<file path="src/rtl/vga_scan.sv">
// vga_scan: 640x480@60 raster timing generator and pixel sink.
// Counts pixels/lines on a divided pixel tick, presents h_addr/v_addr to the
// screen layers, and delays blank/sync to line up with the layers' colour.
// Optional feature macro: VGA_SCAN_FRAME_CNT_EN (builds the 16-bit frame_cnt).
module vga_scan #(
    parameter int CLK_DIV  = 2,
    parameter int RGB_LAT  = 1,
    parameter int H_ACTIVE = 640,
    parameter int H_FP     = 16,
    parameter int H_SYNC   = 96,
    parameter int H_BP     = 48,
    parameter int V_ACTIVE = 480,
    parameter int V_FP     = 10,
    parameter int V_SYNC   = 2,
    parameter int V_BP     = 33
) (
    input  logic        clk,
    input  logic        rst,
    input  logic [23:0] rgb_in,
    output logic [9:0]  h_addr,
    output logic [9:0]  v_addr,
    output logic        pix_ce,
    output logic        frame_start,
    output logic        hsync,
    output logic        vsync,
    output logic        blank_n,
    output logic [7:0]  vga_r,
    output logic [7:0]  vga_g,
    output logic [7:0]  vga_b,
    output logic [15:0] frame_cnt
);

    localparam int H_TOTAL = H_ACTIVE + H_FP + H_SYNC + H_BP;
    localparam int V_TOTAL = V_ACTIVE + V_FP + V_SYNC + V_BP;
    localparam int DIV_W   = (CLK_DIV > 1) ? $clog2(CLK_DIV) : 1;
    // A layer with no read latency still costs one tick through the colour
    // register, so the alignment pipe is never shorter than one stage.
    localparam int DLY     = (RGB_LAT < 1) ? 1 : RGB_LAT;

    localparam logic [DIV_W-1:0] DIV_LAST = DIV_W'(CLK_DIV - 1);
    localparam logic [9:0] H_LAST = 10'(H_TOTAL - 1);
    localparam logic [9:0] V_LAST = 10'(V_TOTAL - 1);
    localparam logic [9:0] H_ACT  = 10'(H_ACTIVE);
    localparam logic [9:0] V_ACT  = 10'(V_ACTIVE);
    localparam logic [9:0] HS_BEG = 10'(H_ACTIVE + H_FP);
    localparam logic [9:0] HS_END = 10'(H_ACTIVE + H_FP + H_SYNC);
    localparam logic [9:0] VS_BEG = 10'(V_ACTIVE + V_FP);
    localparam logic [9:0] VS_END = 10'(V_ACTIVE + V_FP + V_SYNC);

    logic [DIV_W-1:0] div_cnt;
    logic             tick;
    logic [9:0]       h_cnt, v_cnt;
    logic             raw_act, raw_hs, raw_vs;
    logic [DLY:1]     act_sr, hs_sr, vs_sr;
    logic [DLY:0]     act_tap, hs_tap, vs_tap;
    logic [23:0]      rgb_q;

    assign tick = (div_cnt == DIV_LAST);

    // Pixel-rate divider: wraps at CLK_DIV-1, which is the tick cycle.
    always_ff @(posedge clk or posedge rst) begin
        if (rst)       div_cnt <= '0;
        else if (tick) div_cnt <= '0;
        else           div_cnt <= div_cnt + 1'b1;
    end

    // pix_ce marks the clock right after each tick edge.
    always_ff @(posedge clk or posedge rst) begin
        if (rst) pix_ce <= 1'b0;
        else     pix_ce <= tick;
    end

    // Raster counters; the line counter steps when the pixel counter wraps.
    always_ff @(posedge clk or posedge rst) begin
        if (rst) begin
            h_cnt <= '0;
            v_cnt <= '0;
        end else if (tick) begin
            if (h_cnt == H_LAST) begin
                h_cnt <= '0;
                v_cnt <= (v_cnt == V_LAST) ? 10'd0 : v_cnt + 10'd1;
            end else begin
                h_cnt <= h_cnt + 10'd1;
            end
        end
    end

    // Frame pulse on the tick that lands the counters on (0,0).
    always_ff @(posedge clk or posedge rst) begin
        if (rst) frame_start <= 1'b0;
        else     frame_start <= tick && (h_cnt == H_LAST) && (v_cnt == V_LAST);
    end

    assign h_addr = h_cnt;
    assign v_addr = v_cnt;

    assign raw_act = (h_cnt < H_ACT) && (v_cnt < V_ACT);
    assign raw_hs  = !((h_cnt >= HS_BEG) && (h_cnt < HS_END));
    assign raw_vs  = !((v_cnt >= VS_BEG) && (v_cnt < VS_END));

    // Tap vectors: index 0 is the undelayed raw value, index i is i ticks old.
    always_comb begin
        act_tap = {act_sr, raw_act};
        hs_tap  = {hs_sr, raw_hs};
        vs_tap  = {vs_sr, raw_vs};
    end

    // Alignment pipe for blank/sync plus the colour register, all on ticks.
    always_ff @(posedge clk or posedge rst) begin
        if (rst) begin
            act_sr <= '0;
            hs_sr  <= '1;
            vs_sr  <= '1;
            rgb_q  <= '0;
        end else if (tick) begin
            act_sr <= act_tap[DLY-1:0];
            hs_sr  <= hs_tap[DLY-1:0];
            vs_sr  <= vs_tap[DLY-1:0];
            rgb_q  <= act_tap[DLY-1] ? rgb_in : 24'd0;
        end
    end

    assign blank_n = act_sr[DLY];
    assign hsync   = hs_sr[DLY];
    assign vsync   = vs_sr[DLY];
    assign {vga_r, vga_g, vga_b} = rgb_q;

`ifdef VGA_SCAN_FRAME_CNT_EN
    logic [15:0] frame_q;

    // Free-running frame time base for animation layers.
    always_ff @(posedge clk or posedge rst) begin
        if (rst)              frame_q <= '0;
        else if (frame_start) frame_q <= frame_q + 16'd1;
    end

    assign frame_cnt = frame_q;
`else
    assign frame_cnt = '0;
`endif

endmodule

</file>
<file path="config.mk">
export PLATFORM = sky130hd
export DESIGN_NAME = vga_scan
export DESIGN_NICKNAME = d
export VERILOG_FILES = /design/src/rtl/vga_scan.sv
export SDC_FILE = /design/constraint.sdc
export NUM_CORES = 1
export LEC_CHECK = 0
export CAP_MARGIN = 5
export CORE_MARGIN = 1.5
export CORE_UTILIZATION = 47
export CTS_CLUSTER_DIAMETER = 150
export CTS_CLUSTER_SIZE = 12
export DETAILED_ROUTE_END_ITERATION = 6
export PLACE_DENSITY = 0.86
export SETUP_SLACK_MARGIN = 0.5
export SLEW_MARGIN = 20
export SYNTH_ARGS = -nofsm -noshare
export SYNTH_HDL_FRONTEND = slang
export SYNTH_SLANG_ARGS = --single-unit
</file>
<file path="constraint.sdc">
create_clock -name clk -period 2.8 [get_ports clk]
set_input_delay 0.42 -clock clk [delete_from_list [all_inputs] [get_ports clk]]
set_output_delay 0.42 -clock clk [all_outputs]
set_load 0.02 [all_outputs]
</file>
==> impl_metrics.yaml, run 1 <==
run_status:
  status: "finished clean"
worst_hold_path:
  hp-class: "register to register"
clock_tree:
  clock_latency_ps: 300
  cts.hold.buffers_added: 0
  path_clk_slew_ps: 90
  post_cts_resize_count: 0
  clock-sinks: 50
  cts_tree: "done"
  root_buffer: "clkbuf_8"
  post_cts_buffers: 0
  htreeDepth: 2
  clockBufferDepth: 2
  cts_made_buffers: 5
critical_path:
  critPathTopFamily: "buffers and inverters"
  start_kind: "register"
  cp_cell_sequence: "clkdlybuf4s50_1"
  crit_fanout: 9
  crit_arrival_ps: 1430
  worstSetupEndpointType: "primary output"
  cp_slowest_cell: "clkdlybuf4s50_1"
  required_ps: 2380
  cp_num_buf_inv: 1
  worstSetupPathType: "register to primary output"
  crit_path_max_incr_delay_ps: 650
power:
  p_total_uw: 1390
  max-vdd-ir-drop_v: 0.000296
  leakagePower_uw: 0.00146
  p_per_area_nw_per_um2: 438
global_route:
  grt_use_total: 0.183
  grt_pass1_wl_mm: 7.58
  globalRoute.totalOverflow: 0
  antenna_found_initial: 0
  grt_pass1_vias: 1657
  grt_max_degree: 32
placement:
  io_buffers: 74
  hpwl_mm: 3.42
  dpl_cell_area_sq_um: 3060
  pre_cts_ws_ps: 1040
  gp_congestion: 0.865
sta:
  fmax_mhz: 539
  finalWorstSetupSlack_ps: 946
  hold_viol_final: 0
  worst_slew_pin_slew_ps: 610
  grt_setup_unrepaired: "no"
  setup_viol: 0
  timing.setup.tns_ps: 0
  fin_skew_ps: 6.89
  drv_slew: 0
  period_needed_ps: 1850
  max_slew_margin: 0.592
  min_period_over_period: 0.662
floorplanning:
  num_rows: 25
  die-area_sq_um: 5350
  die_y_microns: 73.1
  io_pins: 91
  coreArea_sq_um: 4720
  start_util: 0.489
  die_w_microns: 73.1
route:
  antenna_left: 0
  drt_first_pass_iters: 4
  drt_wl_total_mm: 4.71
  via_per_inst: 5.10
  first_iter_violations: 85
  wl_per_cell_microns: 13.5
  vias: 1774
  drc_errors: 0
finish:
  n_fill_cell: 366
  final_cell_mix: "clkdlybuf4s50_1, dfrtp_1, a22o_1"
  syn_to_final_growth_pct: 37.0
  drive_gt1_frac: 0.0783
  fin_nets: 310
  antenna_cells: 0
  final_common_cell: "clkdlybuf4s50_1"
  final_area_sq_um: 3170
synthesis:
  syn_avg_cell_area_sq_um: 11.3
  ys_seq_area_frac: 0.543
  synthDistinctLibCells: 43
  synth-seq-cells: 50
  postSynthCellCount: 204
  syn_area_sq_um: 2310
  ys_warn_count: 0
flow_run:
  maxCapViolCount: 0
-- report_power, final --
group | leakage [uW] | internal, uW | switching (uW) | total (uW)
Sequential | 0.000617 | 739 | 10.4 | 750
Combinational | 0.000781 | 72.9 | 70.9 | 144
Clock | 0.0000579 | 263 | 232 | 495
-- state kept, by name (all words and copies together), names as in the netlist --
name / flops
v_addr: 10
vsync: 1
h_addr: 10
frame_start: 1
div_cnt: 1
hsync: 1
blank_n: 1
pix_ce: 1
rgb_q: 24
-- path summary, 6_finish.rpt --
check	endpoint	depth (start not counted)	startpoint	slack (ps)
min	vsync	2	vsync	500
max in group asynchronous	hsync	3	rst	1630
max reg2reg	v_addr[6]	5	h_addr[0]	1070
min in group asynchronous	rgb_q[13]	2	rst	510
min reg2reg	vsync	2	vsync	500
max	h_addr[5]	1	h_addr[5]	950
-- stage by stage --
step / utilization / hold slack (ps) / cells
floorplan: - / 417 / 219
global placement: 0.647 / 462 / 340
detailed placement: 0.647 / 475 / 340
CTS: 0.670 / 500 / 348
global route: 0.670 / 521 / 348
finish: 0.670 / 498 / 348
-- Yosys cell counts, drive strengths merged --
cell type / count / area, sq um
mux2i: 4 / 40.0
nand3: 9 / 55.1
nand4: 3 / 18.8
and4bb: 2 / 25.0
nor2: 9 / 33.8
nand2: 15 / 56.3
nand2b: 1 / 6.26
buf: 23 / 160
xnor2: 3 / 26.3
mux2: 1 / 11.3
dfrtp: 48 / 1200
a31oi: 2 / 12.5
o22ai: 2 / 12.5
a21oi: 4 / 20.0
nor2b: 1 / 6.26
o31ai: 1 / 7.51
or3: 1 / 6.26
dfstp: 2 / 52.6
inv: 8 / 30.0
a22o: 24 / 210
ha: 4 / 50.1
o21ai: 9 / 45.0
nor3: 3 / 20.0
conb: 1 / 3.75
a21o: 2 / 15.0
nor4: 1 / 6.26
a32o: 1 / 10.0
and4b: 1 / 10.0
and2: 3 / 18.8
and3b: 1 / 8.76
xor2: 4 / 35.0
o2bb2ai: 1 / 8.76
clkbuf: 1 / 3.75
and4: 3 / 28.8
and3: 5 / 31.3
nor4b: 1 / 23.8
-- per-layer routing --
layer	track usage	vias up	routed length, microns
li1	-	844	-
met1	0.245	855	2140
met2	0.277	70	2180
met3	0.0663	5	357
met4	0.0608	0	38
met5	0	-	0
-- layout make-up --
cell class	count	area [sq um]	area share
sequential	50	1250	0.396
multi-input combinational	137	920	0.290
timing repair buffer	78	771	0.243
tap	67	83.8	0.0265
clock buffer	5	68.8	0.0217
clock inverter	3	40.0	0.0126
inverter	8	30.0	0.00948
-- logic make-up (layout without fill, tap and decap cells) --
| family | after synthesis | in the layout | synth area share |
|---|---|---|---|
| AND/OR/NAND/NOR | 59 | 59 | 0.154 |
| flip-flops | 50 | 50 | 0.543 |
| AO/OA/AOI/OAI | 46 | 46 | 0.148 |
| buffers and inverters | 32 | 94 | 0.0839 |
| XOR/XNOR | 7 | 7 | 0.0265 |
| multiplexers | 5 | 5 | 0.0222 |
| adder cells (fa/ha/maj) | 4 | 4 | 0.0217 |
| other | 1 | 16 | 0.00162 |
Power figures use the tool's default switching activity.
==> inputs of run 2 (changes only) <==
--- a/config.mk
+++ b/config.mk
@@ -7,11 +7,11 @@
 export LEC_CHECK = 0
 export CAP_MARGIN = 5
 export CORE_MARGIN = 1.5
-export CORE_UTILIZATION = 47
+export CORE_UTILIZATION = 43
 export CTS_CLUSTER_DIAMETER = 150
 export CTS_CLUSTER_SIZE = 12
 export DETAILED_ROUTE_END_ITERATION = 6
-export PLACE_DENSITY = 0.86
+export PLACE_DENSITY = 0.79
 export SETUP_SLACK_MARGIN = 0.5
 export SLEW_MARGIN = 20
 export SYNTH_ARGS = -nofsm -noshare
==> constraint.sdc (replaced) <==
create_clock -name clk -period 1.8 [get_ports clk]
set_input_delay 0.27 -clock clk [delete_from_list [all_inputs] [get_ports clk]]
set_output_delay 0.27 -clock clk [all_outputs]
set_load 0.02 [all_outputs]
==> run 2 against run 1 <==
Worst setup slack got worse by 650 ps. First-iteration DRC count grew 52%. Register-to-register slack worse by 780 ps. Critical path type is now register to register. Flip-flop and latch count unchanged. Utilization rose by 4.7 points. Hold slack lost 150 ps. Wire length grew 36%. Final area is 16% higher.
==> impl_metrics.yaml, run 2 (same netlist as run 1, synthesis figures left out) <==
placement:
  place_inst: 344
  pre_cts_ws_ps: 172
  io_buffers: 74
  gp_congestion: 0.792
  hpwl_mm: 3.64
finish:
  drive_gt1_frac: 0.464
  syn_to_final_growth_pct: 59.6
  layoutNonFillerInstCount: 393
  fin_nets: 352
  antenna_cells: 0
  utilization: 0.718
  final_common_cell: "dfrtp_1"
  final_cell_mix: "dfrtp_1, buf_6, buf_4"
  top_register: "rgb_q"
  largest_reg_flops: 24
  n_fill_cell: 397
sta:
  drv_slew: 0
  setup_viol: 0
  timing.setup.tns_ps: 0
  finalWorstSetupSlack_ps: 293
  grt_setup_unrepaired: "yes"
  min_period_over_period: 0.837
  hold_viol_final: 0
  period_needed_ps: 1510
  fmax_mhz: 664
  fin_skew_ps: 4.45
  hold_slack_ps: 348
power:
  pwr-share-comb: 0.094
  p_seq_frac: 0.531
  p_switching_uw: 528
  p_per_area_nw_per_um2: 595
  leakagePower_uw: 0.00174
  intPower_uw: 1670
  power.share.clock: 0.375
  netSwitchingFraction: 0.241
  max-vdd-ir-drop_v: 0.000332
clock_tree:
  clock-sinks: 50
  cts_tree: "done"
  path_clk_slew_ps: 100
  cts_made_buffers: 5
  cts.hold.buffers_added: 0
  clock_latency_ps: 310
  clockBufferDepth: 2
  htreeDepth: 2
  root_buffer: "clkbuf_8"
floorplanning:
  die-area_sq_um: 5820
  coreArea_sq_um: 5140
  start_util: 0.450
  die_y_microns: 76.3
  io_pins: 91
  num_rows: 26
  die_w_microns: 76.3
worst_hold_path:
  hp-class: "primary input to async pin"
critical_path:
  cp_slowest_cell: "dfrtp_2"
  crit_fanout: 4
  worstSetupPathType: "register to register"
  cp_cell_sequence: "buf_4 -> buf_4 -> and3_1 -> and2_1 -> nand4_1 -> mux2i_1"
  cp_num_buf_inv: 2
  crit_path_max_incr_delay_ps: 430
  path_common_cell: "buf_4"
  start_kind: "register"
  critPathTopFamily: "simple AND/OR/NAND/NOR gates"
  crit_arrival_ps: 1740
  required_ps: 2030
  worstSetupEndpointType: "register"
flow_run:
  maxCapViolCount: 0
global_route:
  grt_pass1_wl_mm: 9.91
  grt_use_total: 0.216
  antenna_found_initial: 0
  grt_max_degree: 29
  globalRoute.totalOverflow: 0
  grt_pass1_vias: 2018
route:
  via_per_inst: 5.16
  first_iter_violations: 129
  drc_errors: 0
  drt_first_pass_iters: 4
  antenna_left: 0
  wl_per_cell_microns: 16.3
  drt_wl_total_mm: 6.42
  vias: 2026
run_status:
  status: "finished clean"
run 2: metrics by stage:
stage          cell area (sq um)  total power, uW
2_1_floorplan               2430             1320
3_3_place_gp                3140             1420
3_5_place_dp                3140             1420
4_1_cts                     3590             2220
5_1_grt                     3690             2290
6_report                    3690             2190
run 2: worst reg2reg max path: cells and delay by family (launching register included):
kind / cells / cell delay (ps)
DFF: 1 / 430
and+or+nand+nor: 3 / 540
buffers and inverters: 2 / 270
muxes: 1 / 190
run 2: layout make-up:
type                       instances  area [sq um]  share of cell area
clock buffer                       5          68.8              0.0187
clock inverter                     3          47.5              0.0129
inverter                           8          33.8             0.00916
multi-input combinational        138          1110               0.302
sequential                        50          1270               0.345
tap                               70          87.6              0.0237
timing repair buffer             119          1070               0.289
run 2: power groups by stage:
stage	registers, uW	logic (uW)	clock network, uW
floorplan	1220	95.3	0
global placement	1190	230	0
detailed placement	1190	232	0
CTS	1160	215	836
global route	1170	222	895
finish	1160	206	822
run 2: path summary, 6_finish.rpt:
check                                from   endpoint  slack (ps)  cells after the start
worst max register to register  v_addr[0]  v_addr[7]         290                      6
worst min-delay path                  rst  v_addr[5]         350                      2
worst min register to register    blank_n    blank_n         490                      1
max in group asynchronous             rst   rgb_q[8]         950                      3
worst max-delay path            v_addr[0]  v_addr[7]         290                      6
min in group clk                  blank_n    blank_n         490                      1
run 2: metal layers:
metal | share of wire | global-route usage | up-vias
li1 | - | - | 940
met1 | 0.40 | 0.268 | 1013
met2 | 0.54 | 0.368 | 62
met3 | 0.044 | 0.0479 | 11
met4 | 0.015 | 0.0833 | 0
met5 | 0 | 0 | -
run 2: repair_timing:
item                                   4_1_cts  5_1_grt
setup endpoints to repair                   90       86
endpoints found under the hold margin        0        0
pin swaps                                   18       12
gates cloned                                 4        0
setup buffers                               30        7
resized for setup                          163       83
==> inputs of run 3 (changes only) <==
--- a/config.mk
+++ b/config.mk
@@ -7,11 +7,11 @@
 export LEC_CHECK = 0
 export CAP_MARGIN = 5
 export CORE_MARGIN = 1.5
-export CORE_UTILIZATION = 43
+export CORE_UTILIZATION = 39
 export CTS_CLUSTER_DIAMETER = 150
 export CTS_CLUSTER_SIZE = 12
 export DETAILED_ROUTE_END_ITERATION = 6
-export PLACE_DENSITY = 0.79
+export PLACE_DENSITY = 0.76
 export SETUP_SLACK_MARGIN = 0.5
 export SLEW_MARGIN = 20
 export SYNTH_ARGS = -nofsm -noshare
==> constraint.sdc (replaced) <==
create_clock -name clk -period 1.28 [get_ports clk]
set_input_delay 0.192 -clock clk [delete_from_list [all_inputs] [get_ports clk]]
set_output_delay 0.192 -clock clk [all_outputs]
set_load 0.02 [all_outputs]
==> run 3 against run 2 <==
The run now ends with setup timing left. Final cell count is 13% higher. Count of clock-buffer cells in the layout unchanged. Worst setup slack worse by 580 ps. Final area rose by 20%. Wire length is 18% higher. Global-route usage increased by 1.0 points. Largest power group unchanged. Highest routed layer unchanged.
==> impl_metrics.yaml, run 3 (same netlist as run 1, synthesis figures left out) <==
route:
  drt_wl_total_mm: 7.61
  first_iter_violations: 76
  via_per_inst: 5.15
  antenna_left: 0
  wl_per_cell_microns: 17.1
  drt_first_pass_iters: 4
  vias: 2293
  drc_errors: 0
clock_tree:
  htreeDepth: 2
  root_buffer: "clkbuf_8"
  clock-sinks: 50
  clockBufferDepth: 2
  cts_tree: "done"
  cts_made_buffers: 5
  clock_latency_ps: 320
  path_clk_slew_ps: 110
sta:
  grt_setup_unrepaired: "yes"
  fin_skew_ps: 14.4
  hold_viol_final: 0
  period_needed_ps: 1560
  fmax_mhz: 640
  min_period_over_period: 1.22
  setup_viol: 49
  drv_slew: 0
  hold_slack_ps: 175
  finalWorstSetupSlack_ps: -283
critical_path:
  start_kind: "register"
  worstSetupPathType: "register to register"
  reg2reg_from: "v_addr[1]"
  worstReg2RegEnd: "v_addr[4]"
  required_ps: 1480
  crit_arrival_ps: 1760
  worstSetupEndpointType: "register"
  ff2ff_setup_slack_ps: -280
  crit_fanout: 3
  rr_worst_depth: 7
run_status:
  failed_checks: "setup timing"
  status: "finished with violations"
power:
  max-vdd-ir-drop_v: 0.000558
  netSwitchingFraction: 0.268
  p_seq_frac: 0.543
  pwr-share-comb: 0.119
  power.share.clock: 0.338
  p_per_area_nw_per_um2: 688
  p_switching_uw: 814
  leakagePower_uw: 0.00211
  intPower_uw: 2220
global_route:
  globalRoute.totalOverflow: 0
  grt_pass1_vias: 2229
  grt_pass1_wl_mm: 11.0
  antenna_found_initial: 0
  grt_max_degree: 23
  grt_use_total: 0.226
finish:
  antenna_cells: 0
  multiInputGateArea_sq_um: 1110
  top_register: "rgb_q"
  utilization: 0.787
  largest_reg_flops: 24
  fin_nets: 402
  final_common_cell: "buf_6"
  final-seq-area_sq_um: 1270
  final_cell_mix: "buf_6, buf_4, dfrtp_1"
  syn_to_final_growth_pct: 91.0
  drive_gt1_frac: 0.550
  n_fill_cell: 351
  layoutNonFillerInstCount: 445
floorplanning:
  die_w_microns: 80.0
  die_y_microns: 80.0
  coreArea_sq_um: 5610
  io_pins: 91
  start_util: 0.412
  num_rows: 27
  die-area_sq_um: 6400
placement:
  hpwl_mm: 4.14
  io_buffers: 74
  place_inst: 384
  gp_congestion: 0.823
worst_hold_path:
  hp-class: "primary input to async pin"
flow_run:
  maxCapViolCount: 0
run 3: changes by cell type in the layout (fill, tap and decap cells not counted), moves of 3 or more:
cell,before,now
buf_12,1,4
buf_16,0,5
buf_2,5,0
buf_4,27,48
buf_6,29,86
clkbuf_2,17,0
clkdlybuf4s15_1,8,0
clkdlybuf4s15_2,4,1
run 3: worst max-delay path by stage:
stage,start,to,slack [ps],cells after the start
global route,v_addr[1],v_addr[4],-370,7
global placement,h_addr[1],v_addr[3],-200,5
finish,v_addr[1],v_addr[4],-280,7
floorplan,v_addr[0],v_addr[3],-220,6
detailed placement,h_addr[1],v_addr[3],-240,5
CTS,v_addr[0],v_addr[3],-220,6
run 3: power groups by stage:
| stage | clock network (uW) | logic [uW] | registers, uW |
|---|---|---|---|
| final | 1030 | 362 | 1650 |
| after global routing | 1100 | 388 | 1650 |
| after CTS | 1030 | 356 | 1650 |
| after detailed placement | 0 | 334 | 1670 |
| after global placement | 0 | 329 | 1670 |
| after floorplan | 0 | 134 | 1720 |
run 3: critical path: stages (launching register included):
cell and delay (ps):
dfrtp_2 440, inv_2 70, ha_1 130, and4bb_2 280
buf_4 140, a31oi_1 100, o21ai_1 190, o21ai_1 110
run 3: cell type report:
cell class / count / share of cell area
Sequential cell: 50 / 0.287
Inverter: 8 / 0.00936
Clock inverter: 3 / 0.00652
Clock buffer: 5 / 0.0156
Tap cell: 72 / 0.0204
Timing Repair Buffer: 169 / 0.410
Multi-Input combinational cell: 138 / 0.251
run 3: per-layer routing:
layer	share of wire	track usage	up-vias
li1	-	-	1047
met1	0.41	0.276	1149
met2	0.53	0.414	83
met3	0.044	0.0286	14
met4	0.015	0.0655	0
met5	0	0	-
run 3: through the flow:
stage               instance area [sq um]  setup slack (ps)  setup TNS (ps)  power [uW]
global placement                     3470              -198           -4220        2000
global route                         4410              -369          -11100        3140
CTS                                  4120              -221           -5760        3040
detailed placement                   3470              -244           -4880        2000
floorplan                            2460              -220           -5240        1850
finish                               4410              -283           -8650        3040
run 3: what timing repair did:
action,in CTS,in global routing
gates resized for setup,339,32
cloned,6,1
hold buffers,0,0
setup endpoints to repair,99,99
pin swaps,15,17
buffers inserted,22,24
hold endpoints to repair,0,0
